`src/rtl/mem_port_arbiter_pkg.sv`:
```
`default_nettype none
// ============================================================================
// Package : mem_arb_pkg
// Shared types and helpers for the unified-memory port arbiter.
// Rev 1.0 : initial release
// ============================================================================
package mem_arb_pkg;

  typedef enum logic [0:0] {
    ARB    = 1'b0,
    LOCKED = 1'b1
  } arb_state_e;

  typedef logic [1:0] req_id_t;

  typedef struct packed {
    logic    valid;
    logic    is_read;
    req_id_t id;
  } inflight_t;

  localparam logic [3:0] WSTRB_READ = 4'b0000;

  // Round-robin successor of a requester index, wrapping at num_req.
  function automatic req_id_t rr_next(input req_id_t id, input int num_req);
    int nxt;
    nxt = int'(id) + 1;
    return (nxt >= num_req) ? req_id_t'(0) : req_id_t'(nxt);
  endfunction

endpackage
`default_nettype wire

```
`src/rtl/mem_port_arbiter_if.sv`:
```
`default_nettype none
// ============================================================================
// Interface : mem_port_arbiter_if
// Requester-side and memory-side bus bundle of the memory port arbiter.
// Rev 1.0 : initial release
// ============================================================================
interface mem_port_arbiter_if #(
  parameter int NUM_REQ = 2
);

  logic [NUM_REQ-1:0]       req_en_i;
  logic [NUM_REQ-1:0][3:0]  req_wstrb_i;
  logic [NUM_REQ-1:0][31:0] req_addr_i;
  logic [NUM_REQ-1:0][31:0] req_wdata_i;
  logic [NUM_REQ-1:0]       req_lock_i;
  logic [NUM_REQ-1:0]       gnt_o;
  logic [NUM_REQ-1:0]       rvalid_o;
  logic [31:0]              rdata_o;
  logic                     enable_o;
  logic [3:0]               wstrb_o;
  logic [31:0]              addr_o;
  logic [31:0]              wvalue_o;
  logic [31:0]              rvalue_i;

  // Arbiter side
  modport slave (
    input  req_en_i, req_wstrb_i, req_addr_i, req_wdata_i, req_lock_i, rvalue_i,
    output gnt_o, rvalid_o, rdata_o, enable_o, wstrb_o, addr_o, wvalue_o
  );

  // Requesters plus memory macro side
  modport master (
    output req_en_i, req_wstrb_i, req_addr_i, req_wdata_i, req_lock_i, rvalue_i,
    input  gnt_o, rvalid_o, rdata_o, enable_o, wstrb_o, addr_o, wvalue_o
  );

endinterface
`default_nettype wire

```
`src/rtl/mem_port_arbiter_rr_pick.sv`:
```
`default_nettype none
// ============================================================================
// Module : rr_pick
// Combinational round-robin picker: first set request at or after ptr.
// Rev 1.0 : initial release
// ============================================================================
module rr_pick
  import mem_arb_pkg::*;
#(
  parameter int NUM_REQ = 2
) (
  input  logic [NUM_REQ-1:0] req,
  input  req_id_t            ptr,
  output logic [NUM_REQ-1:0] winner,
  output req_id_t            idx,
  output logic               any
);

  logic [2*NUM_REQ-1:0] w_dbl;
  logic [NUM_REQ-1:0]   w_rot;
  logic [2:0]           w_pos;
  logic [2:0]           w_sum;

  // Rotate so ptr lands at bit 0, find the lowest set bit, then rotate back.
  always_comb begin
    w_dbl = {req, req} >> ptr;
    w_rot = w_dbl[NUM_REQ-1:0];
    w_pos = '0;
    for (int p = NUM_REQ - 1; p >= 0; p--) begin
      if (w_rot[p]) w_pos = 3'(p);
    end
    w_sum = {1'b0, ptr} + w_pos;
    if (w_sum >= 3'(NUM_REQ)) w_sum = w_sum - 3'(NUM_REQ);
    any    = |req;
    idx    = req_id_t'(w_sum);
    winner = any ? (NUM_REQ'(1) << w_sum) : '0;
  end

endmodule
`default_nettype wire

```
`src/rtl/mem_port_arbiter.sv`:
```
`default_nettype none
// ============================================================================
// Module : mem_port_arbiter
// Round-robin sharing of a single-ported memory with lockable ownership.
// Rev 1.0 : initial release
// ============================================================================
module mem_port_arbiter
  import mem_arb_pkg::*;
#(
  parameter int NUM_REQ    = 2,
  parameter int RD_LATENCY = 1,
  parameter int LOCK_MAX   = 16
) (
  input  logic                 clk_i,
  input  logic                 rstn_i,
  mem_port_arbiter_if.slave    bus
);

  localparam int CNT_W = $clog2(LOCK_MAX + 1);

  arb_state_e         r_state, w_state_nxt;
  req_id_t            r_ptr, w_ptr_nxt;
  req_id_t            r_owner, w_owner_nxt;
  logic [CNT_W-1:0]   r_lock_cnt, w_lock_cnt_nxt;

  logic [NUM_REQ-1:0] w_owner_oh;
  logic [NUM_REQ-1:0] w_elig;
  logic [NUM_REQ-1:0] w_gnt;
  req_id_t            w_idx;
  logic               w_any;
  logic               w_win_lock;
  logic               w_owner_lock;
  logic               w_release;

  logic [3:0]         w_wstrb;
  logic [31:0]        w_addr;
  logic [31:0]        w_wdata;

  inflight_t          r_pipe [RD_LATENCY];
  inflight_t          w_issue;
  inflight_t          w_tail;

  assign w_owner_oh = NUM_REQ'(1) << r_owner;

  // Reset is also folded in here so outputs drop the instant rstn_i falls.
  always_comb begin
    w_elig = '0;
    if (rstn_i) begin
      w_elig = (r_state == LOCKED) ? (bus.req_en_i & w_owner_oh) : bus.req_en_i;
    end
  end

  rr_pick #(
    .NUM_REQ (NUM_REQ)
  ) u_pick (
    .req    (w_elig),
    .ptr    (r_ptr),
    .winner (w_gnt),
    .idx    (w_idx),
    .any    (w_any)
  );

  always_comb begin
    w_state_nxt    = r_state;
    w_owner_nxt    = r_owner;
    w_ptr_nxt      = r_ptr;
    w_lock_cnt_nxt = r_lock_cnt;
    w_win_lock     = |(w_gnt & bus.req_lock_i);
    w_owner_lock   = |(w_owner_oh & bus.req_lock_i);
    w_release      = 1'b0;
    if (w_any) w_ptr_nxt = rr_next(w_idx, NUM_REQ);
    case (r_state)
      ARB: begin
        if (w_win_lock) begin
          w_state_nxt    = LOCKED;
          w_owner_nxt    = w_idx;
          w_lock_cnt_nxt = CNT_W'(1);
        end
      end
      LOCKED: begin
        w_lock_cnt_nxt = r_lock_cnt + 1'b1;
        w_release      = !w_owner_lock || (r_lock_cnt == CNT_W'(LOCK_MAX));
        if (w_release) begin
          w_state_nxt    = ARB;
          w_ptr_nxt      = rr_next(r_owner, NUM_REQ);
          w_lock_cnt_nxt = '0;
        end
      end
      default: w_state_nxt = ARB;
    endcase
  end

  always_ff @(posedge clk_i or negedge rstn_i) begin
    if (!rstn_i) begin
      r_state    <= ARB;
      r_ptr      <= '0;
      r_owner    <= '0;
      r_lock_cnt <= '0;
    end else begin
      r_state    <= w_state_nxt;
      r_ptr      <= w_ptr_nxt;
      r_owner    <= w_owner_nxt;
      r_lock_cnt <= w_lock_cnt_nxt;
    end
  end

  always_comb begin
    w_wstrb = '0;
    w_addr  = '0;
    w_wdata = '0;
    for (int k = 0; k < NUM_REQ; k++) begin
      if (w_gnt[k]) begin
        w_wstrb = bus.req_wstrb_i[k];
        w_addr  = bus.req_addr_i[k];
        w_wdata = bus.req_wdata_i[k];
      end
    end
  end

  always_comb begin
    w_issue.valid   = w_any;
    w_issue.is_read = (w_wstrb == WSTRB_READ);
    w_issue.id      = w_idx;
  end

  // Shift pipe tracks who gets the read data RD_LATENCY cycles later.
  always_ff @(posedge clk_i or negedge rstn_i) begin
    if (!rstn_i) begin
      for (int s = 0; s < RD_LATENCY; s++) r_pipe[s] <= '0;
    end else begin
      r_pipe[0] <= w_issue;
      for (int s = 1; s < RD_LATENCY; s++) r_pipe[s] <= r_pipe[s-1];
    end
  end

  assign w_tail       = r_pipe[RD_LATENCY-1];
  assign bus.rvalid_o = (w_tail.valid && w_tail.is_read) ? (NUM_REQ'(1) << w_tail.id) : '0;
  assign bus.rdata_o  = bus.rvalue_i;
  assign bus.gnt_o    = w_gnt;
  assign bus.enable_o = w_any;
  assign bus.wstrb_o  = w_wstrb;
  assign bus.addr_o   = w_addr;
  assign bus.wvalue_o = w_wdata;

  a_gnt_onehot0: assert property (@(posedge clk_i) disable iff (!rstn_i)
    $onehot0(bus.gnt_o));
  a_rvalid_onehot0: assert property (@(posedge clk_i) disable iff (!rstn_i)
    $onehot0(bus.rvalid_o));
  a_enable_matches_gnt: assert property (@(posedge clk_i) disable iff (!rstn_i)
    bus.enable_o == (|bus.gnt_o));
  a_idle_wstrb_zero: assert property (@(posedge clk_i) disable iff (!rstn_i)
    (bus.enable_o || bus.wstrb_o == WSTRB_READ));

endmodule
`default_nettype wire
```
`src/flat_wrapper.sv`:
```
// flat-port wrapper written by rule: the top's interface ports become plain ports
module mem_port_arbiter_flat import mem_arb_pkg::*;
#(
  parameter int NUM_REQ    = 2,
  parameter int RD_LATENCY = 1,
  parameter int LOCK_MAX   = 16
)
  (clk_i, rstn_i, bus_req_en_i, bus_req_wstrb_i, bus_req_addr_i, bus_req_wdata_i, bus_req_lock_i, bus_rvalue_i, bus_gnt_o, bus_rvalid_o, bus_rdata_o, bus_enable_o, bus_wstrb_o, bus_addr_o, bus_wvalue_o);
  mem_port_arbiter_if #(.NUM_REQ(NUM_REQ)) bus_i ();
  input  logic clk_i;
  input  logic rstn_i;
  input wire logic [$bits(bus_i.req_en_i)-1:0] bus_req_en_i;
  input wire logic [$bits(bus_i.req_wstrb_i)-1:0] bus_req_wstrb_i;
  input wire logic [$bits(bus_i.req_addr_i)-1:0] bus_req_addr_i;
  input wire logic [$bits(bus_i.req_wdata_i)-1:0] bus_req_wdata_i;
  input wire logic [$bits(bus_i.req_lock_i)-1:0] bus_req_lock_i;
  input wire logic [$bits(bus_i.rvalue_i)-1:0] bus_rvalue_i;
  output wire logic [$bits(bus_i.gnt_o)-1:0] bus_gnt_o;
  output wire logic [$bits(bus_i.rvalid_o)-1:0] bus_rvalid_o;
  output wire logic [$bits(bus_i.rdata_o)-1:0] bus_rdata_o;
  output wire logic [$bits(bus_i.enable_o)-1:0] bus_enable_o;
  output wire logic [$bits(bus_i.wstrb_o)-1:0] bus_wstrb_o;
  output wire logic [$bits(bus_i.addr_o)-1:0] bus_addr_o;
  output wire logic [$bits(bus_i.wvalue_o)-1:0] bus_wvalue_o;
  assign bus_i.req_en_i = bus_req_en_i;
  assign bus_i.req_wstrb_i = bus_req_wstrb_i;
  assign bus_i.req_addr_i = bus_req_addr_i;
  assign bus_i.req_wdata_i = bus_req_wdata_i;
  assign bus_i.req_lock_i = bus_req_lock_i;
  assign bus_i.rvalue_i = bus_rvalue_i;
  assign bus_gnt_o = bus_i.gnt_o;
  assign bus_rvalid_o = bus_i.rvalid_o;
  assign bus_rdata_o = bus_i.rdata_o;
  assign bus_enable_o = bus_i.enable_o;
  assign bus_wstrb_o = bus_i.wstrb_o;
  assign bus_addr_o = bus_i.addr_o;
  assign bus_wvalue_o = bus_i.wvalue_o;
  mem_port_arbiter #(.NUM_REQ(NUM_REQ), .RD_LATENCY(RD_LATENCY), .LOCK_MAX(LOCK_MAX)) u_core (.clk_i(clk_i), .rstn_i(rstn_i), .bus(bus_i));
endmodule
```
`config.mk`:
```
export PLATFORM = sky130hd
export DESIGN_NAME = mem_port_arbiter_flat
export DESIGN_NICKNAME = d
export VERILOG_FILES = /design/src/rtl/mem_port_arbiter_pkg.sv /design/src/rtl/mem_port_arbiter_if.sv /design/src/rtl/mem_port_arbiter_rr_pick.sv /design/src/rtl/mem_port_arbiter.sv /design/src/flat_wrapper.sv
export SDC_FILE = /design/constraint.sdc
export NUM_CORES = 1
export LEC_CHECK = 0
export CAP_MARGIN = 20
export CORE_AREA = 2 2 109 111
export CTS_CLUSTER_DIAMETER = 60
export DETAILED_ROUTE_END_ITERATION = 7
export DIE_AREA = 0 0 111 113
export PLACE_DENSITY = 0.65
export SYNTH_ARGS = -nofsm -noshare
export SYNTH_HDL_FRONTEND = slang
export SYNTH_SLANG_ARGS = --single-unit
```
`constraint.sdc`:
```
create_clock -name clk_i -period 3.45 [get_ports clk_i]
set_input_delay 0.69 -clock clk_i [delete_from_list [all_inputs] [get_ports clk_i]]
set_output_delay 0.69 -clock clk_i [all_outputs]
set_load 0.03 [all_outputs]
```
Word level (Yosys, flattened, before mapping):

Index checks and enable logic that the tools add are counted.

* logic and storage cells: 57
* output and inout port bits: 105
* flip-flop bits (word level): 14

* reduce and logical (&&, ||, !) cells: 8
* bitwise logic cells: 4
* equality and inequality tests: 2
* $add $sub $neg: 5
* shift-type cells: 4
* mux-type cells: 24
* order comparisons: 3

Operators by type and width (number)
* 32-bit two-way mux: 4
* 32-bit by 3-bit >= comparator with 1-bit output, second input constant: 2
* 2-bit two-way mux: 9
* 5-bit two-way mux: 2
* 5-bit one-hot mux with 2 select lines: 1
* 4-bit two-way mux: 2
* 2-bit by 1-bit adder with 3-bit output, second input constant: 2
* 2-bit bitwise AND: 3
* 3-bit two-way mux: 2
* 2-bit OR reduction: 3
* 5-bit by 1-bit adder with 5-bit output, second input constant: 1
* 5-bit equality test, second input constant: 1
* 4-bit logical NOT: 1
* 1-bit by 2-bit << shifter with 2-bit output, first input constant: 2
* 4-bit by 2-bit >> shifter with 2-bit output: 1
* 2-bit by 3-bit adder with 3-bit output: 1
* 3-bit by 2-bit >= comparator with 1-bit output, second input constant: 1
* 1-bit two-way mux: 3
* 1-bit by 3-bit << shifter with 2-bit output, first input constant: 1
* 3-bit by 2-bit subtractor with 3-bit output, second input constant: 1
* 2-bit by 1-bit inequality test with 1-bit output, second input constant: 1
* 1-bit one-hot mux with 2 select lines: 1
* 2-bit AND reduction: 1
* 1-bit logical AND: 1
* other kinds (3): 3

Depth between registers and ports, before layout:

Gate-level depths: netlist of run 1.

* depth after elaboration: 16
* mapped depth: 13
* mapped depth without buffers: 13

Cells and area by module:

From an unflattened synthesis of run 1, not the netlist that was laid out.

* cell total of the unflattened synthesis: 192
* area, all modules: 1729.2 µm²

By module, submodules not included
* mem_port_arbiter: times used 1, area an instance 1624.1 µm², cells an instance 178
* rr_pick: times used 1, area an instance 105.1 µm², cells an instance 14

Least setup slack after synthesis of run 1:

No wires, ideal clock.

* kind: register to output
* start: register u_core.r_owner[0]
* end: output bus_addr_o[0]
* cell stages (with the launch flop): 12
* path slack: 0.099 ns
* path buffers: 2
* arrival: 2.661 ns
* cell sequence: dfrtp_1 -> inv_1 -> ha_1 -> nand2b_1 -> a21oi_1 -> and3_1 -> o21a_1 -> ha_1 -> buf_2 -> clkbuf_1 -> mux2i_1 -> nor2_1

* longest elaborated chain between the ends: 14

Ends and longest elaborated chain
* start, declared: line mem_port_arbiter.sv:23 `req_id_t r_owner, w_owner_nxt;`
* start signal, assigned: line mem_port_arbiter.sv:102 `r_owner <= w_owner_nxt;`
* 1-bit by 2-bit << shifter with 2-bit output (*): line mem_port_arbiter.sv:43 `assign w_owner_oh = NUM_REQ'(1) << r_owner;`
* 2-bit bitwise AND (*): line mem_port_arbiter.sv:49 `w_elig = (r_state == LOCKED) ? (bus.req_en_i & w_owner_oh) : bus.req_en_i;`
* 2-bit two-way mux (*): line mem_port_arbiter.sv:49
* 2-bit two-way mux (*): line mem_port_arbiter.sv:48 `if (rstn_i) begin`
* 4-bit by 2-bit >> shifter with 2-bit output (*): line mem_port_arbiter_rr_pick.sv:26 `w_dbl = {req, req} >> ptr;`
* 1-bit two-way mux: line mem_port_arbiter_rr_pick.sv:30 `if (w_rot[p]) w_pos = 3'(p);`
* 3-bit two-way mux (*): line mem_port_arbiter_rr_pick.sv:30
* 2-bit by 3-bit adder with 3-bit output (*): line mem_port_arbiter_rr_pick.sv:32 `w_sum = {1'b0, ptr} + w_pos;`
* 3-bit by 2-bit subtractor with 3-bit output or 3-bit by 2-bit >= comparator with 1-bit output (tied branches): line mem_port_arbiter_rr_pick.sv:33 `if (w_sum >= 3'(NUM_REQ)) w_sum = w_sum - 3'(NUM_REQ);`
* 3-bit two-way mux (*): line mem_port_arbiter_rr_pick.sv:33
* named net u_core.u_pick.idx[0]: line mem_port_arbiter_rr_pick.sv:15 `output req_id_t idx,`
* 1-bit by 3-bit << shifter with 2-bit output (*): line mem_port_arbiter_rr_pick.sv:36 `winner = any ? (NUM_REQ'(1) << w_sum) : '0;`
* 2-bit two-way mux (*): line mem_port_arbiter_rr_pick.sv:36
* 32-bit two-way mux: line mem_port_arbiter.sv:112 `if (w_gnt[k]) begin`
* 32-bit two-way mux (*): line mem_port_arbiter.sv:112
* end, declared: line flat_wrapper.sv:23 `output wire logic [$bits(bus_i.addr_o)-1:0] bus_addr_o;`

The timed path passes the listed nets; every way through them passes the cells marked *.

Worst setup path in the final report of run 1:

* start: register u_core.r_owner[0]
* end: output bus_wvalue_o[12]

* longest elaborated chain between the ends: 14

Ends and longest elaborated chain
* 1-bit by 2-bit << shifter with 2-bit output (*): line mem_port_arbiter.sv:43
* 2-bit bitwise AND (*): line mem_port_arbiter.sv:49
* 2-bit two-way mux (*): line mem_port_arbiter.sv:49
* 2-bit two-way mux (*): line mem_port_arbiter.sv:48
* 4-bit by 2-bit >> shifter with 2-bit output (*): line mem_port_arbiter_rr_pick.sv:26
* 1-bit two-way mux: line mem_port_arbiter_rr_pick.sv:30
* 3-bit two-way mux (*): line mem_port_arbiter_rr_pick.sv:30
* 2-bit by 3-bit adder with 3-bit output (*): line mem_port_arbiter_rr_pick.sv:32
* 3-bit by 2-bit subtractor with 3-bit output or 3-bit by 2-bit >= comparator with 1-bit output (tied branches): line mem_port_arbiter_rr_pick.sv:33
* 3-bit two-way mux (*): line mem_port_arbiter_rr_pick.sv:33
* named net u_core.u_pick.idx[0]: line mem_port_arbiter_rr_pick.sv:15
* 1-bit by 3-bit << shifter with 2-bit output (*): line mem_port_arbiter_rr_pick.sv:36
* 2-bit two-way mux (*): line mem_port_arbiter_rr_pick.sv:36
* 32-bit two-way mux: line mem_port_arbiter.sv:112
* 32-bit two-way mux (*): line mem_port_arbiter.sv:112
* end, declared: line flat_wrapper.sv:24 `output wire logic [$bits(bus_i.wvalue_o)-1:0] bus_wvalue_o;`

Marks and branches as above.

==> impl_metrics.py, run 1 <==
metrics = {
    "layout": {
        "drive_gt1_share_pct": 26.4,
        "layout.cells.non_filler": 609,
        "nets": 649,
        "area_growth_syn_to_layout_pct": 109,
        "nFillCells": 1119,
        "diodes": 0,
    },
    "logic_synthesis": {
        "yosys_most_used_dff": "dfrtp_1",
        "yosys.area.top_type": "mux2i_1",
        "synth.area.top_cells": "mux2i_1 33%, dfrtp_1 16%, nor2_1 13%",
        "synth_most_common_cell": "nor2_1",
        "async_flop_share_pct": 100,
        "netlist_area_um2": 2140,
        "synth_cell_types": 38,
        "seq_area_frac_synth_pct": 16.3,
        "yosysWarnings": 0,
        "syn_inst": 268,
        "yosys_register_bits": 14,
        "synth_common_cells": "74 x nor2_1, 70 x mux2i_1, 33 x buf_4",
        "synth.avg_cell_area_um2": 8.00,
        "synth_edf_count": 0,
        "synth_nets": 450,
        "synth_top_area_share_pct": 32.7,
    },
    "global_routing": {
        "antenna_found_initial": 0,
        "grtUsageTotal_pct": 13.0,
        "grt_pass1_vias": 2606,
        "grt_remaining_overflow": 0,
        "grt_pass1_wl_um": 13300,
        "grt_max_degree": 37,
    },
    "hold_path": {
        "hold_start": "u_core.r_owner[1]",
        "hold_class": "flop to flop",
        "hold_depth": 1,
        "min_to": "u_core.r_owner[1]",
    },
    "placement": {
        "hpwl_um": 7880,
        "dp.cells": 599,
        "gp_congestion": 0.804,
        "numPortBuffers": 214,
    },
    "sta": {
        "hold_viol": 0,
        "tightest_slew_ps": 566,
        "fin_crit_sh_pct": 96.2,
        "timing.fmax_mhz": 301,
        "fin_setup_tns_ps": 0,
        "fin_crit_ps": 3320,
        "rsz0062_at_grt": "no",
        "final.setup_skew_ps": 1.51,
        "finalSetupViolations": 0,
        "slew-limit-headroom_pct": 62.2,
        "drv_slew": 0,
    },
    "floorplanning": {
        "dieArea_um2": 12500,
        "chipHeight_um": 113,
        "rows": 39,
        "start_util_pct": 19.0,
        "die_width_um": 111,
        "core-area_um2": 11300,
        "pin_count": 279,
    },
    "outcome": {
        "outcome": "complete, no violations",
    },
    "routing": {
        "wl_per_cell_um": 14.8,
        "totalWireLength_um": 9010,
        "dr.pass1.iters": 4,
        "via_per_inst": 4.23,
        "ant_nets": 0,
        "vias": 2577,
        "drt_iter0_drc": 26,
        "remaining_drc_errors": 0,
    },
    "worst_setup_path": {
        "rrSetupSlack_ps": 600,
        "arrival_ps": 2630,
        "endpoint_kind": "primary output",
        "crit_start": "u_core.r_owner[0]",
        "worstPathRequired_ps": 2760,
        "criticalPathCategory": "flop to primary output",
        "timing.rr.end": "u_core.r_lock_cnt[0]",
        "reg2regPathDepth": 13,
        "crit_path_max_fanout": 15,
        "timing.rr.start": "u_core.r_owner[0]",
        "crit_path_start_kind": "flop",
    },
    "clock_network": {
        "path_clk_slew_ps": 50,
        "numCtsBuffers": 3,
        "cts_buffer_depth": 2,
        "tritoncts": "yes",
        "insertion_delay_ps": 240,
        "htree_levels": 1,
        "clkSinkCount": 14,
        "root_buffer": "clkbuf_16",
    },
    "power": {
        "max-vdd-ir-drop_mv": 0.419,
        "p_per_area_nw_per_um2": 728,
        "power_leakage_nw": 2.06,
    },
    "flow_run": {
        "maxCapViolCount": 0,
    },
}
==> final cells by class <==
type	count	area (µm²)	share of cell area, %
repair buffers	242	2360	52.7
multi-input cells	197	1460	32.7
flip-flops and latches	14	350	7.83
well taps	143	179	4.00
clock buffers	4	88.8	1.99
inverters	9	33.8	0.755
==> how the worst max path moves through the flow <==
stage,to,depth (start not counted)
3_3_place_gp,bus_wvalue_o[17],10
6_report,bus_wvalue_o[12],12
4_1_cts,bus_wvalue_o[14],10
2_1_floorplan,bus_addr_o[0],11
5_1_grt,bus_wvalue_o[12],12
3_5_place_dp,bus_wvalue_o[13],10
==> metrics by stage <==
step	hold WS [ps]	power (mW)	setup WS (ps)	utilization [%]	cell area [µm²]
after floorplan	394	1.87	99.0	-	2140
after global placement	490	2.88	-4.09	38.0	4290
after detailed placement	529	2.92	-32.0	38.0	4290
after CTS	540	3.19	-0.805	38.9	4390
after global routing	560	3.46	5.47	39.7	4470
final	534	3.25	132	39.7	4470
==> worst max-delay path, cell delays in order (launching register included) <==
cell	delay [ps]
dfrtp_1	390
inv_1	120
ha_2	220
nand2b_4	150
a21oi_1	70
and3_1	180
o21a_1	200
ha_4	320
buf_12	160
buf_12	120
mux2i_2	230
nor2_1	60
buf_4	170
==> cells by family after synthesis <==
family	share of synthesized area, %
AND/OR/NAND/NOR	20.0
multiplexers	33.2
buffers and inverters	18.3
AO/OA/AOI/OAI	6.65
flip-flops	16.3
adder cells (fa/ha/maj)	4.67
XOR/XNOR	0.817
==> placed cells by master (no fill, tap or decap), drive strengths merged, types with 2 or more instances in the layout <==
cell / instances
clkdlybuf4s50: 143
nand2: 4
xnor2: 2
buf: 98
inv: 9
o21ai: 4
a211o: 2
a22o: 3
nor4: 2
a21oi: 3
nor2: 74
nand3: 3
nand2b: 3
or3: 2
mux2i: 70
dfrtp: 14
ha: 8
a22oi: 2
nor3b: 2
clkbuf: 4
==> sequential cells by signal, summed over array words and instances (netlist names) <==
name,cells
u_core.r_lock_cnt,5
u_core.r_pipe,4
u_core.r_owner,2
u_core.r_ptr,2
u_core.r_state,1
==> routing by layer <==
layer | vias up | share of wire (%) | track usage, %
met4 | 0 | 1.9 | 3.75
met2 | 136 | 56 | 27.0
met3 | 11 | 7.7 | 2.73
met1 | 1158 | 34 | 12.8
met5 | - | 0 | 0
li1 | 1272 | - | -
==> repair_timing <==
action                     in CTS  in global routing
buffers inserted                0                  6
setup endpoints to repair       6                 70
hold endpoints to repair        0                  0
resized for setup               6                 10
gates cloned                    0                  0
hold buffers                    0                  0
==> report_power, final <==
| part | internal [mW] | leakage [nW] | switching [mW] | total (mW) |
|---|---|---|---|---|
| combinational | 1.36 | 1.84 | 1.38 | 2.74 |
| clock | 0.176 | 0.0442 | 0.0699 | 0.246 |
| sequential | 0.218 | 0.179 | 0.0508 | 0.269 |
| total | 1.75 | 2.06 | 1.50 | 3.25 |
(Power assumes the default switching activity.)
==> inputs of run 2 (changes only) <==
--- a/config.mk
+++ b/config.mk
@@ -10,7 +10,7 @@
 export CTS_CLUSTER_DIAMETER = 60
 export DETAILED_ROUTE_END_ITERATION = 7
 export DIE_AREA = 0 0 111 113
-export PLACE_DENSITY = 0.65
+export PLACE_DENSITY = 0.67
 export SYNTH_ARGS = -nofsm -noshare
 export SYNTH_HDL_FRONTEND = slang
 export SYNTH_SLANG_ARGS = --single-unit
==> constraint.sdc (replaced) <==
create_clock -name clk_i -period 2.8 [get_ports clk_i]
set_input_delay 0.56 -clock clk_i [delete_from_list [all_inputs] [get_ports clk_i]]
set_output_delay 0.56 -clock clk_i [all_outputs]
set_load 0.03 [all_outputs]
==> run 2 against run 1 <==
- the flow now finishes with violations (setup timing)
- worst setup slack worse by 470 ps
- register-to-register slack worse by 590 ps
- final cell count grew 7.4%
- clock power up 5%
- flip-flop and latch count unchanged
- power rose by 120%
- worst hold slack improved by 1.8 ps
- non-clock buffer count grew 46
- critical endpoint is now bus_wvalue_o[30]
- largest power group unchanged
==> impl_metrics.py, run 2 (synthesis results as in run 1) <==
metrics = {
    "layout": {
        "drive_gt1_share_pct": 59.5,
        "area_growth_syn_to_layout_pct": 217,
        "largestRegisters": "u_core.r_lock_cnt (5), u_core.r_pipe (4)",
        "diodes": 0,
        "largest_register_ffs": 5,
        "nets": 695,
        "regMostFlops": "u_core.r_lock_cnt",
        "layout_commonest_cell": "clkdlybuf4s50_1",
        "layout_common_cells": "142 x clkdlybuf4s50_1, 71 x nor2_4, 65 x mux2i_4, 51 x buf_6, 47 x buf_4",
    },
    "floorplanning": {
        "dieArea_um2": 12500,
        "die_width_um": 111,
        "rows": 39,
        "pin_count": 279,
        "chipHeight_um": 113,
        "start_util_pct": 19.0,
        "core-area_um2": 11300,
    },
    "flow_run": {
        "maxCapViolCount": 0,
    },
    "routing": {
        "vias": 2898,
        "dr_wl_met2_um": 6900,
        "remaining_drc_errors": 0,
        "route.met3.wl_um": 627,
        "via_per_inst": 4.43,
        "drt_iter0_drc": 54,
        "dr.pass1.iters": 4,
        "wl_per_cell_um": 18.1,
        "ant_nets": 0,
        "totalWireLength_um": 11900,
        "wl_met1_um": 4120,
        "maxUsedRoutingLayer": "met4",
    },
    "worst_setup_path": {
        "worstPathRequired_ps": 2240,
        "criticalPathCategory": "flop to primary output",
        "timing.rr.end": "u_core.r_owner[1]",
        "endpoint_kind": "primary output",
        "crit_path_start_kind": "flop",
        "crit_path_max_fanout": 7,
        "arrival_ps": 2580,
        "timing.rr.start": "u_core.r_owner[0]",
        "reg2regPathDepth": 13,
        "rrSetupSlack_ps": 10,
    },
    "placement": {
        "gp_congestion": 0.812,
        "place_ws_ps": -846,
        "hpwl_um": 8210,
        "numPortBuffers": 214,
    },
    "hold_path": {
        "hold_class": "flop to flop",
        "hold_depth": 1,
        "hold_start": "u_core.r_owner[1]",
        "min_to": "u_core.r_owner[1]",
    },
    "sta": {
        "fin_setup_tns_ps": -18820,
        "tightest_slew_ps": 556,
        "hold_viol": 0,
        "fin_crit_sh_pct": 112,
        "setup_slack_ps": -341,
        "finalSetupViolations": 70,
        "holdWs_ps": 536,
        "drv_slew": 0,
        "rsz0062_at_grt": "yes",
        "slew-limit-headroom_pct": 62.8,
        "timing.fmax_mhz": 318,
        "fin_crit_ps": 3140,
        "final.setup_skew_ps": 3.46,
    },
    "clock_network": {
        "root_buffer": "clkbuf_16",
        "path_clk_slew_ps": 40,
        "tritoncts": "yes",
        "clkSinkCount": 14,
        "numCtsBuffers": 3,
        "htree_levels": 1,
        "cts_buffer_depth": 2,
        "insertion_delay_ps": 240,
    },
    "power": {
        "power_mw": 7.13,
        "max-vdd-ir-drop_mv": 0.534,
        "power_leakage_nw": 2.53,
        "p_per_area_nw_per_um2": 1050,
    },
    "global_routing": {
        "antenna_found_initial": 0,
        "grt_max_degree": 14,
        "grt_remaining_overflow": 0,
        "grtUsageTotal_pct": 16.9,
        "grt_pass1_vias": 3052,
        "grt_pass1_wl_um": 16700,
    },
    "outcome": {
        "outcome": "finished with violations",
        "violations": "setup timing",
    },
}
run 2: cell count changes in the layout (fill, tap and decap cells not counted), moves of 5 or more:
cell and change:
clkbuf_16 +5, buf_16 +11, mux2i_1 -67, nor2_2 -9
nor2_1 -62, buf_12 +10, nor2_4 +71, mux2i_4 +65
buf_6 +50, buf_4 -36
run 2: layout make-up:
class / count / area, µm²
multi-input combinational: 197 / 2840
sequential: 14 / 350
clock buffer: 3 / 75.1
tap: 143 / 179
inverter: 9 / 33.8
fill: 851 / 4460
timing repair buffer: 288 / 3330
run 2: critical path, stage by stage, from the launching register on:
cell and delay (ps):
dfrtp_1 390, inv_2 90, ha_4 140, nand2b_4 130, a21oi_2 50, and3_1 160
o21a_1 200, ha_4 290, buf_4 150, clkbuf_16 140, buf_4 140, mux2i_4 190
nor2_4 120, buf_4 170
run 2: worst max path at each step:
| stage | start | end | slack [ps] |
|---|---|---|---|
| after global placement | bus_req_en_i[0] | bus_addr_o[19] | -820 |
| final | u_core.r_owner[0] | bus_wvalue_o[30] | -340 |
| after global routing | u_core.r_owner[1] | bus_addr_o[25] | -440 |
| after detailed placement | bus_req_en_i[0] | bus_addr_o[19] | -850 |
| after CTS | u_core.r_owner[1] | bus_addr_o[18] | -430 |
| after floorplan | u_core.r_owner[0] | bus_addr_o[0] | 6 |
run 2: through the flow:
step	utilization, %	cell area [µm²]	cells
after floorplan	-	2710	268
after CTS	56.7	6390	637
after global placement	44.6	5030	608
after detailed placement	44.6	5030	608
after global routing	60.4	6810	654
final	60.4	6810	654
run 2: metal layers:
| metal | up-vias | track usage, % |
|---|---|---|
| li1 | 1383 | - |
| met1 | 1357 | 18.4 |
| met2 | 136 | 34.4 |
| met3 | 22 | 2.73 |
| met4 | 0 | 2.92 |
| met5 | - | 0 |
run 2: report_power, final:
part	total [mW]	switching [mW]	internal (mW)
logic	6.55	2.87	3.68
registers	0.320	0.0515	0.269
clock network	0.259	0.0728	0.186
total	7.13	3.00	4.14
run 2: what timing repair did:
| item | in CTS | in global routing |
|---|---|---|
| pin swaps | 14 | 12 |
| endpoints found under the setup margin | 78 | 78 |
| cloned | 10 | 5 |
| endpoints found under the hold margin | 0 | 0 |
| hold buffers | 0 | 0 |
| resized for setup | 308 | 94 |
| setup buffers | 17 | 17 |
